## src/rtl/wptr_full.sv

```systemverilog
// rtl/wptr_full.sv - write-side pointer, full, level, almost-full and overflow status of the async FIFO
module wptr_full #(
    parameter int ADDRSIZE    = 4,
    parameter int AFULL_LEVEL = 2**ADDRSIZE - 2
) (
    input  logic                wclk,
    input  logic                wrst_n,
    input  logic                winc,
    input  logic [ADDRSIZE:0]   wq2_rptr,
    output logic [ADDRSIZE-1:0] waddr,
    output logic [ADDRSIZE:0]   wptr,
    output logic                wfull,
    output logic [ADDRSIZE:0]   wlevel,
    output logic                walmost_full,
    output logic                woverflow
);

    localparam logic [ADDRSIZE:0] AFULL = (ADDRSIZE+1)'(AFULL_LEVEL);

    logic [ADDRSIZE:0] wbin;
    logic [ADDRSIZE:0] wbinnext;
    logic [ADDRSIZE:0] wgraynext;
    logic [ADDRSIZE:0] rbin;
    logic [ADDRSIZE:0] wlevel_next;
    logic              wen;
    logic              wfull_next;

    assign wen       = winc & ~wfull;
    assign wbinnext  = wbin + {{ADDRSIZE{1'b0}}, wen};
    assign wgraynext = (wbinnext >> 1) ^ wbinnext;
    assign waddr     = wbin[ADDRSIZE-1:0];

    // Each binary bit is the XOR of all Gray bits at or above it.
    always_comb begin
        rbin = '0;
        for (int i = 0; i <= ADDRSIZE; i++) begin
            rbin[i] = ^(wq2_rptr >> i);
        end
    end

    assign wfull_next  = (wgraynext == {~wq2_rptr[ADDRSIZE:ADDRSIZE-1], wq2_rptr[ADDRSIZE-2:0]});
    assign wlevel_next = wbinnext - rbin;

    always_ff @(posedge wclk) begin
        if (!wrst_n) begin
            wbin         <= '0;
            wptr         <= '0;
            wfull        <= 1'b0;
            wlevel       <= '0;
            walmost_full <= 1'b0;
            woverflow    <= 1'b0;
        end else begin
            wbin         <= wbinnext;
            wptr         <= wgraynext;
            wfull        <= wfull_next;
            wlevel       <= wlevel_next;
            walmost_full <= (wlevel_next >= AFULL);
            if (winc && wfull) begin
                woverflow <= 1'b1;
            end
        end
    end

endmodule

```

## config.mk

```make
export PLATFORM = sky130hd
export DESIGN_NAME = wptr_full
export DESIGN_NICKNAME = d
export VERILOG_FILES = /design/src/rtl/wptr_full.sv
export SDC_FILE = /design/constraint.sdc
export NUM_CORES = 1
export LEC_CHECK = 0
export ABC_AREA = 0
export CORE_ASPECT_RATIO = 0.75
export CORE_MARGIN = 5
export CORE_UTILIZATION = 45
export CTS_BUF_LIST = sky130_fd_sc_hd__clkbuf_16
export CTS_CLUSTER_DIAMETER = 80
export DETAILED_ROUTE_END_ITERATION = 6
export PLACE_DENSITY = 0.76
export SYNTH_ARGS = -nofsm -noshare
export SYNTH_HDL_FRONTEND = slang
export SYNTH_SLANG_ARGS = --single-unit
```

## constraint.sdc

```tcl
create_clock -name wclk -period 4.31 [get_ports wclk]
set_input_delay 1.0775 -clock wclk [delete_from_list [all_inputs] [get_ports wclk]]
set_output_delay 1.0775 -clock wclk [all_outputs]
set_load 0.03 [all_outputs]
```

==> impl_results.md <==
- Clock Tree Buf Depth: 2
- Cts hold-fix bufs: 0
- Worst Tran Pin Value: 556 ps
- Power share of the combinational group: 33.4%
- Slew margin rel.: 62.8%
- Register-to-Register Path Depth: 11
- TritonCTS clock tree: yes
- Die area: 2950 µm²
- Die Wd: 61.1 µm
- Row count: 13
- Req. time, crit path: 4450 ps
- DRT met1 WL: 765 µm
- Sequential power share: 33.4%
- Post-route ant nets: 0
- Final hold viol count: 0
- Critical Path Sink Type: flop
- # port buffers: 24
- DR WL/cell: 12.0 µm
- Max VDD drop: 0.258 mV
- Hold Crit Class: reg2reg
- PD cells: 443 nW/µm²
- GRT Total Usage: 13.1%
- Switching portion of total power: 29.5%
- Mapped cell area: 880 µm²
- Core Footprint: 1790 µm²
- Initial antenna violation count: 0
- Clk Latency, worst-skew pair: 240 ps
- Sequential fraction of the synthesis area: 38.7%
- Crit path DAT: 4150 ps
- Die Ht: 48.3 µm
- Critical Path Max Stage Delay: 550 ps
- Inst Count DP: 134
- Filler cells: 154
- DR top layer: met4
- R2R Setup Slk: 1650 ps
- Drt drc: 0
- Max cap viols: 0
- Vias in the first global route: 652
- Drt via density: 4.87
- Setup ws final: 298 ps
- P_sw: 161 µW
- Largest net degree at the start of global routing: 18
- Cell with the most instances on the worst path: xnor2_1
- DR iter-0 viols: 8
- Num CTS Buffers: 3
- DP Worst Slack: 20.7 ps
- GRT overflow: 0
- Area Growth Syn to Fin: 40.0%
- Crit-path leading delay family: XOR/XNOR gates
- Post-layout nets: 131
- Slew Viols, Final: 0
- Leak: 0.000524 µW
- Post-Route Setup TNS: 0 ps
- RSZ-0062 raised after global routing: false
- Worst path cell trace: clkdlybuf4s50_1, xor2_1, xnor2_1, xor2_1, xnor2_1, ha_1, fa_1, inv_1, a21oi_1, mux2_2, mux2i_1, xnor2_1, a32o_1
- Reg2reg end: walmost_full$_SDFF_PN0_
- Seq cells post-synth: 17
- Post-synth EDFFs: 0
- Syn Area/Cell: 10.0 µm²
- Core Util, Final: 68.8%
- Maximum clock frequency: 249 MHz
- Fin crit period: 4010 ps
- CTS sink count: 17
- Reg clk slew, reported paths: 50 ps
- Postcts setup bufs: 0
- Hold_ws: 500 ps
- Clock skew: 2.76 ps
- Root Buffer: clkbuf_16
- Final setup violation count: 0
- Post-DP HPWL: 1420 µm
- Crit-path slowest cell: clkdlybuf4s50_1
- Post-synthesis cell type count: 23
- Max FO, Critical Path: 5
- Buf+Inv Stages, Crit Path: 2
- Placer congestion estimate: 0.730
- Post-synth ARST share: 0%
- Post-CTS sizing: 0
- # diodes: 0
- I/O pins: 25
- Commonest non-fill, non-tap cell in the layout: clkdlybuf4s50_1
- Mapped Cells: 88
- Cell internal pwr: 384 µW
- First drt pass iteration count: 4
- Setup crit start kind: input pin
- Synthesized Nets: 102
- Hold Path Sink: woverflow$_SDFFE_PN0P_
- Final non-filler cell total: 138
- Fin crit share: 93.1%
- Synth Warn #: 0
- Most common flop cell mapped by yosys: dfxtp_1
- First-pass GRT wire length: 2820 µm
- DR WL met3: 76 µm
- Share of cells above drive strength 1: 6.90%
- Met2 wire len: 793 µm
- # H-tree levels: 1
- Via count: 672
- Commonest non-fill, non-tap cells in the layout: 24 x clkdlybuf4s50_1, 17 x dfxtp_1, 9 x xnor2_1, 9 x and2_1
- RR Startpoint: wfull$_SDFF_PN0_
- Hold Path Origin: woverflow$_SDFFE_PN0P_
- Status: complete, no violations
- Starting density of the core: 49.2%
- Clock Power Share: 33.2%
- Hold Path Stages: 2
- Crit Path Category: in2reg
- Post-Route WL: 1660 µm
[cells by family after synthesis]
| group | share of synthesized area (%) |
|---|---|
| buf+inv | 3.84 |
| compound gates | 5.69 |
| mux | 4.69 |
| flops | 38.7 |
| fa+ha+maj | 9.39 |
| simple gates | 17.6 |
| xor+xnor | 20.1 |
[worst reg2reg max path: stages, from the launching register on]
cell,delay [ps]
dfxtp_1,340
nor2b_1,70
ha_1,200
ha_1,410
inv_1,130
fa_1,470
inv_1,70
a21oi_1,90
mux2_2,280
mux2i_1,160
xnor2_1,110
a32o_1,220
[cells in the mapped netlist (all sizes together) (2+ instances only)]
master	count	area share [%]
inv	8	3.4
nand2	2	0.85
a21oi	4	2.3
nor2b	6	4.3
dfxtp	17	39
and3	2	1.4
nand3	3	1.7
and2	9	6.4
xnor2	9	9.0
nor3	3	2.3
mux2i	3	3.4
xor2	9	11
ha	5	7.1
[cell type report]
cell class	instances	area, µm²	area share, %
Multi-Input combinational cell	62	505	41.1
Sequential cell	17	340	27.6
Timing Repair Buffer	25	248	20.1
Clock buffer	3	75.1	6.10
Inverter	8	30.0	2.44
Tap cell	22	27.5	2.24
Clock inverter	1	5.00	0.407
[stage by stage]
stage | power, µW | cell area, µm²
after global routing | 574 | 1230
after detailed placement | 368 | 1150
final | 545 | 1230
after global placement | 364 | 1150
after CTS | 551 | 1230
after floorplan | 306 | 880
[power by group through the flow]
stage	logic, µW	registers, µW	clock network, µW
2_1_floorplan	81.0	225	0
3_3_place_gp	180	185	0
3_5_place_dp	182	186	0
4_1_cts	183	182	185
5_1_grt	195	184	194
6_report	182	182	181
[routing by layer]
layer	up-vias	GRT usage [%]
met5	-	0
met3	4	2.65
met2	16	23.2
li1	353	-
met4	0	5.19
met1	299	15.8
[worst max path at each step]
stage                     start                       to  slack [ps]  depth (start not counted)
global placement    wq2_rptr[3]  walmost_full$_SDFF_PN0_         230                         13
detailed placement  wq2_rptr[3]  walmost_full$_SDFF_PN0_          20                         13
global route        wq2_rptr[4]  walmost_full$_SDFF_PN0_         150                         13
CTS                 wq2_rptr[3]  walmost_full$_SDFF_PN0_         290                         13
floorplan           wq2_rptr[4]  walmost_full$_SDFF_PN0_         900                         12
finish              wq2_rptr[3]  walmost_full$_SDFF_PN0_         300                         13
[state kept, by name, summed over array words and instances, names as in the netlist]
register,flops
wbin,4
woverflow,1
wfull,1
wptr,5
walmost_full,1
wlevel,5
Note: power is estimated with default switching activity, not from simulation.
